<file path="src/rtl/clock_div_gen.sv">
// Programmable divided-clock generator with rise/fall strobes, start phase and
// period-boundary reconfiguration. Optional pause/HOLD: define CLOCK_DIV_GEN_PAUSE_EN.
module clock_div_gen #(
    parameter int CNT_W   = 16,
    parameter int DEF_DIV = 4
) (
    input  logic             clock,
    input  logic             rst,
`ifdef CLOCK_DIV_GEN_PAUSE_EN
    input  logic             pause,
`endif
    input  logic             cfg_valid,
    output logic             cfg_ready,
    input  logic [CNT_W-1:0] cfg_div,
    input  logic [CNT_W-1:0] cfg_phase,
    output logic             cfg_err,
    output logic             clk_out,
    output logic             rise_pulse,
    output logic             fall_pulse,
    output logic             locked,
    output logic [CNT_W-1:0] period_cnt
);

`ifdef CLOCK_DIV_GEN_PAUSE_EN
    typedef enum logic [1:0] {ALIGN, RUN, HOLD} state_t;
`else
    typedef enum logic [1:0] {ALIGN, RUN} state_t;
`endif

    localparam logic [CNT_W-1:0] ZERO    = '0;
    localparam logic [CNT_W-1:0] ONE     = CNT_W'(1);
    localparam logic [CNT_W-1:0] TWO     = CNT_W'(2);
    localparam logic [CNT_W-1:0] DEF_DIV_C = CNT_W'(DEF_DIV);

    state_t           state_q, state_d;
    logic [CNT_W-1:0] cnt_q, cnt_d;
    logic [CNT_W-1:0] phs_q, phs_d;
    logic [CNT_W-1:0] act_div_q, act_div_d;
    logic [CNT_W-1:0] act_phase_q, act_phase_d;
    logic [CNT_W-1:0] pend_div_q, pend_div_d;
    logic [CNT_W-1:0] pend_phase_q, pend_phase_d;
    logic [CNT_W-1:0] period_q, period_d;
    logic             ready_q, ready_d;
    logic             err_q, err_d;
    logic             clk_q, clk_d;
    logic             rise_q, rise_d;
    logic             fall_q, fall_d;
    logic             locked_q, locked_d;
    logic [CNT_W-1:0] half;
    logic [CNT_W-1:0] last;

    assign half = act_div_q >> 1;
    assign last = act_div_q - ONE;

    // Config handshake: a word transfers in any cycle with cfg_valid && cfg_ready.
    // A legal word (div >= 2) occupies the single pending slot, which also drops
    // cfg_ready; the slot is freed (cfg_ready high again) the cycle after it is
    // loaded at a period boundary. An illegal word only pulses cfg_err.
    always_comb begin
        state_d      = state_q;
        cnt_d        = cnt_q;
        phs_d        = phs_q;
        act_div_d    = act_div_q;
        act_phase_d  = act_phase_q;
        pend_div_d   = pend_div_q;
        pend_phase_d = pend_phase_q;
        period_d     = period_q;
        ready_d      = ready_q;
        err_d        = 1'b0;
        clk_d        = clk_q;
        rise_d       = 1'b0;
        fall_d       = 1'b0;
        locked_d     = locked_q;

        case (state_q)
            ALIGN: begin
                if (phs_q == act_phase_q) begin
                    state_d = RUN;
                    cnt_d   = ZERO;
                    clk_d   = 1'b1;
                    rise_d  = 1'b1;
                end else begin
                    phs_d = phs_q + ONE;
                end
            end
            RUN: begin
                if (cnt_q == last) begin
                    period_d = period_q + ONE;
                    locked_d = 1'b1;
`ifdef CLOCK_DIV_GEN_PAUSE_EN
                    if (pause) begin
                        state_d  = HOLD;
                        locked_d = 1'b0;
                        phs_d    = ZERO;
                    end else
`endif
                    if (!ready_q) begin
                        // Pending config becomes active; the low phase hold restarts.
                        act_div_d   = pend_div_q;
                        act_phase_d = pend_phase_q;
                        ready_d     = 1'b1;
                        locked_d    = 1'b0;
                        state_d     = ALIGN;
                        phs_d       = ZERO;
                    end else begin
                        cnt_d  = ZERO;
                        clk_d  = 1'b1;
                        rise_d = 1'b1;
                    end
                end else begin
                    cnt_d = cnt_q + ONE;
                    if (cnt_q == half - ONE) begin
                        clk_d  = 1'b0;
                        fall_d = 1'b1;
                    end
                end
            end
`ifdef CLOCK_DIV_GEN_PAUSE_EN
            HOLD: begin
                if (!pause) begin
                    if (!ready_q) begin
                        act_div_d   = pend_div_q;
                        act_phase_d = pend_phase_q;
                        ready_d     = 1'b1;
                        state_d     = ALIGN;
                        phs_d       = ZERO;
                    end else if (act_phase_q == ZERO) begin
                        // Exit behaves as the first ALIGN cycle, so phase 0 rises at once.
                        state_d = RUN;
                        cnt_d   = ZERO;
                        clk_d   = 1'b1;
                        rise_d  = 1'b1;
                    end else begin
                        state_d = ALIGN;
                        phs_d   = ONE;
                    end
                end
            end
`endif
            default: state_d = ALIGN;
        endcase

        if (cfg_valid && ready_q) begin
            if (cfg_div >= TWO) begin
                pend_div_d   = cfg_div;
                pend_phase_d = cfg_phase;
                ready_d      = 1'b0;
            end else begin
                err_d = 1'b1;
            end
        end
    end

    always_ff @(posedge clock) begin
        if (rst) begin
            state_q      <= ALIGN;
            cnt_q        <= ZERO;
            phs_q        <= ZERO;
            act_div_q    <= DEF_DIV_C;
            act_phase_q  <= ZERO;
            pend_div_q   <= ZERO;
            pend_phase_q <= ZERO;
            period_q     <= ZERO;
            ready_q      <= 1'b1;
            err_q        <= 1'b0;
            clk_q        <= 1'b0;
            rise_q       <= 1'b0;
            fall_q       <= 1'b0;
            locked_q     <= 1'b0;
        end else begin
            state_q      <= state_d;
            cnt_q        <= cnt_d;
            phs_q        <= phs_d;
            act_div_q    <= act_div_d;
            act_phase_q  <= act_phase_d;
            pend_div_q   <= pend_div_d;
            pend_phase_q <= pend_phase_d;
            period_q     <= period_d;
            ready_q      <= ready_d;
            err_q        <= err_d;
            clk_q        <= clk_d;
            rise_q       <= rise_d;
            fall_q       <= fall_d;
            locked_q     <= locked_d;
        end
    end

    assign cfg_ready  = ready_q;
    assign cfg_err    = err_q;
    assign clk_out    = clk_q;
    assign rise_pulse = rise_q;
    assign fall_pulse = fall_q;
    assign locked     = locked_q;
    assign period_cnt = period_q;

endmodule

</file>
<file path="config.mk">
export PLATFORM = sky130hd
export DESIGN_NAME = clock_div_gen
export DESIGN_NICKNAME = d
export VERILOG_FILES = /design/src/rtl/clock_div_gen.sv
export SDC_FILE = /design/constraint.sdc
export NUM_CORES = 1
export LEC_CHECK = 0
export ABC_AREA = 1
export BUFFER_PORTS_ARGS = -buffer_cell sky130_fd_sc_hd__buf_2
export CORE_MARGIN = 2
export CORE_UTILIZATION = 43
export CTS_CLUSTER_SIZE = 40
export DETAILED_ROUTE_END_ITERATION = 12
export PLACE_DENSITY = 0.68
export REMOVE_ABC_BUFFERS = 1
export SLEW_MARGIN = 25
export SYNTH_ARGS = -nofsm -noshare
export SYNTH_HDL_FRONTEND = slang
export SYNTH_SLANG_ARGS = --single-unit
</file>
<file path="constraint.sdc">
create_clock -name clock -period 7.1 [get_ports clock]
set_clock_uncertainty 0.2 [all_clocks]
set_input_delay 0.71 -clock clock [delete_from_list [all_inputs] [get_ports clock]]
set_output_delay 0.71 -clock clock [all_outputs]
set_load 0.02 [all_outputs]
</file>
==> key figures <==
Status
  • Status: finished, final reports clean

Die
  • Die area: 16700 um^2
  • Initial core utilization: 0.442
  • Std cell rows: 45
  • Core footprint: 15300 um^2
  • Die Y-Extent: 129 um
  • Die width: 129 um
  • Number of I/O pins: 57

Clocking
  • Clock Sinks: roughly 120
  • Clock transition at path regs: ~0.060 ns
  • Hold buffers post-CTS: 0
  • Worst-Skew Late Latency: 0.43 ns
  • H-tree level count: 4
  • CTS tree: yes
  • Resized Gates After CTS: 0
  • Max clock buf depth: 2
  • Total setup buffers inserted after CTS: 0
  • Clock Tree Root: clkbuf_16
  • CTS Buf Count: 17

STA
  • Final setup fails: 0
  • Setup TNS Final: 0 ns
  • RSZ-0062 raised after global routing: no
  • Slew margin rel.: 0.393
  • Slew Viols, Final: 0
  • Worst-margin pin slew: 0.911 ns
  • Fmax: around 280 MHz
  • Hold slack: approximately 0.26 ns
  • Period Utilization, post-route: 0.505
  • Hold Vio Cnt, Final: 0
  • Crit path time final: 3.58 ns

Detailed routing
  • DR pass1 iterations: 5
  • Routed via count: 6347
  • Drt initial violations: 476
  • Post-Route WL: 16.4 mm
  • DR DRC count: 0
  • Final ANT Viol Nets: 0
  • DR WL/cell: 13.1 um
  • Via-per-instance ratio: 5.05

Worst setup path
  • Worst reg2reg setup slack: 3.52 ns
  • Worst path buffer plus inverter count: 5
  • Worst EP arrival: 3.75 ns
  • WP data required: just over 7 ns
  • CP Cell Sequence: inv_1 > ha_1 > inv_1 > nor2_1 > nand3_2 > clkinv_2 > nand2_1 > nand2_1 > nand2_1 > nand2_1 > nand2_1 > nor2_1 > inv_2 > nor2_4 > nand3_4 > inv_2 > o21ai_0 > nor2_1
  • CP Launch Type: flip-flop
  • Crit-path max FO: 50
  • Cell mode on critical path: nand2_1
  • CP Capture Type: flip-flop
  • Top delay family on crit path: simple AND/OR/NAND/NOR gates
  • Critical path's largest stage delay: 0.64 ns
  • CP max-delay cell: inv_2
  • Crit Path Class: flip-flop to flip-flop

Yosys
  • Cell taking the most area after synthesis: dfxtp_1
  • Number of flops mapped to enable cells by yosys: 0
  • Cell Area, Synth: 6750 um^2
  • Top FF cell, synth: dfxtp_1
  • Distinct cells, synth: 37
  • Top cell type's share of synthesized area: 0.353
  • Top cells by area, synth: dfxtp_1 35%, nor2_1 12%, nand2_1 10%
  • Sequential-to-total area share from yosys stat: 0.353
  • Yosys warning count: 0
  • #FFs+latches synth: between 100 and 150
  • Syn Inst Count: 1008
  • Avg Inst Size Synth: 6.69 um^2
  • FFs w/ async S/R, synth: 0

Placement
  • PortBufs: 56
  • Gpl congestion: 0.948
  • Post-DP HPWL: 11.4 mm

Global routing
  • Total track usage: 0.209
  • Vias in the first global route: just under 6k
  • Antenna violations before repair: 0
  • Largest net degree at the start of global routing: 77
  • Global-route wire length before repair: ~28 mm
  • Global route overflow: 0

Cells and area
  • Layout area overhead: 12.7%
  • Share of layout cells above drive strength 1: 0.111
  • Highest-count cells in the layout ignoring fill and taps: 219 x nor2_1, 188 x nand2_1, 119 x dfxtp_1, 72 x inv_1, 68 x o21ai_0
  • Commonest non-fill, non-tap cell in the layout: nor2_1
  • Nets@finish: 1074
  • Antenna diode count: 0

Pwr
  • Power Dens Cells: 216 nW/um^2
  • Leakage: approximately 3.3 nW
  • Total Power: 0.00164 W
  • Peak VDD IR: about 0.00016 V

Job
  • Max cap viols: 0

Worst hold path
  • Hold Crit Class: flip-flop to flip-flop
[metal layers]
layer	vias to the layer above	track usage	wire length, um
li1	3298	-	-
met1	2866	0.286	7960
met2	161	0.324	7320
met3	22	0.0512	879
met4	0	0.0723	269
met5	-	0	0
[state kept, by name (all words and copies together) (netlist names), 16 cells and up]
signal	flops
act_div_q	16
act_phase_q	16
cnt_q	16
pend_div_q	16
pend_phase_q	16
period_cnt	16
phs_q	16
[synth_stat cells (2+ instances only)]
cell type  count
a211oi_1       2
xnor3_1        2
clkbuf_1      28
inv_1         74
nor2_1       219
o21ai_0       68
nand2_2        2
nand4_1       23
o21ai_1        5
nand3_2        2
buf_2         11
buf_6         10
a21oi_1       44
inv_2          2
nor2_2         4
nor4_1        14
nor3b_1        2
xnor2_1       20
nand3b_1      13
xor2_1        50
nand2_1      188
dfxtp_1      119
nand3_1       63
ha_1           5
or2_2          9
nor3_1        17
nor2_4         2
[logic make-up after synthesis]
kind of cell / after synthesis / share of synthesized area
buffers and inverters: 129 / 0.0853
flip-flops: 119 / 0.353
XOR/XNOR: 72 / 0.0976
AO/OA/AOI/OAI: 121 / 0.0911
AND/OR/NAND/NOR: 562 / 0.364
adder cells (fa/ha/maj): 5 / 0.00927
[worst min-delay path, cell delays in order (launching register included)]
cell,delay [ns]
dfxtp_1,0.32
nand2_1,0.05
nand3_1,0.05
[metrics by stage]
| step | worst slack (ns) | utilization | cells | area (um^2) |
|---|---|---|---|---|
| 5_1_grt | 2.99 | 0.498 | 1258 | 7600 |
| 4_1_cts | 3.47 | 0.498 | 1258 | 7600 |
| 3_5_place_dp | 3.50 | 0.460 | 1226 | 7020 |
| 2_1_floorplan | 4.25 | - | 957 | 6460 |
| 3_3_place_gp | 3.62 | 0.460 | 1226 | 7020 |
| 6_report | 3.52 | 0.498 | 1258 | 7600 |
[path summary, 6_finish.rpt]
| path | endpoint | cells after the start | start |
|---|---|---|---|
| min | act_div_q[2]$_SDFFE_PP1P_ | 2 | pend_div_q[2]$_SDFFE_PP0P_ |
| max | act_div_q[5]$_SDFFE_PP0P_ | 18 | act_div_q[2]$_SDFFE_PP1P_ |
| max reg2reg | act_div_q[5]$_SDFFE_PP0P_ | 18 | act_div_q[2]$_SDFFE_PP1P_ |
| min reg2reg | act_div_q[2]$_SDFFE_PP1P_ | 2 | pend_div_q[2]$_SDFFE_PP0P_ |
[layout make-up]
class	count	area, um^2
multi-input cells	760	3790
repair buffers	58	295
well taps	211	264
inverters	78	295
clock buffers	18	439
fillers	1560	7650
clock inverters	14	139
flip-flops and latches	119	2380
[power by group]
group	internal, W	switching, W
sequential	0.000688	0.0000128
clock	0.000500	0.000347
combinational	0.0000309	0.0000648
total	0.00122	0.000425
No activity file was read; power rests on OpenSTA's default activity.
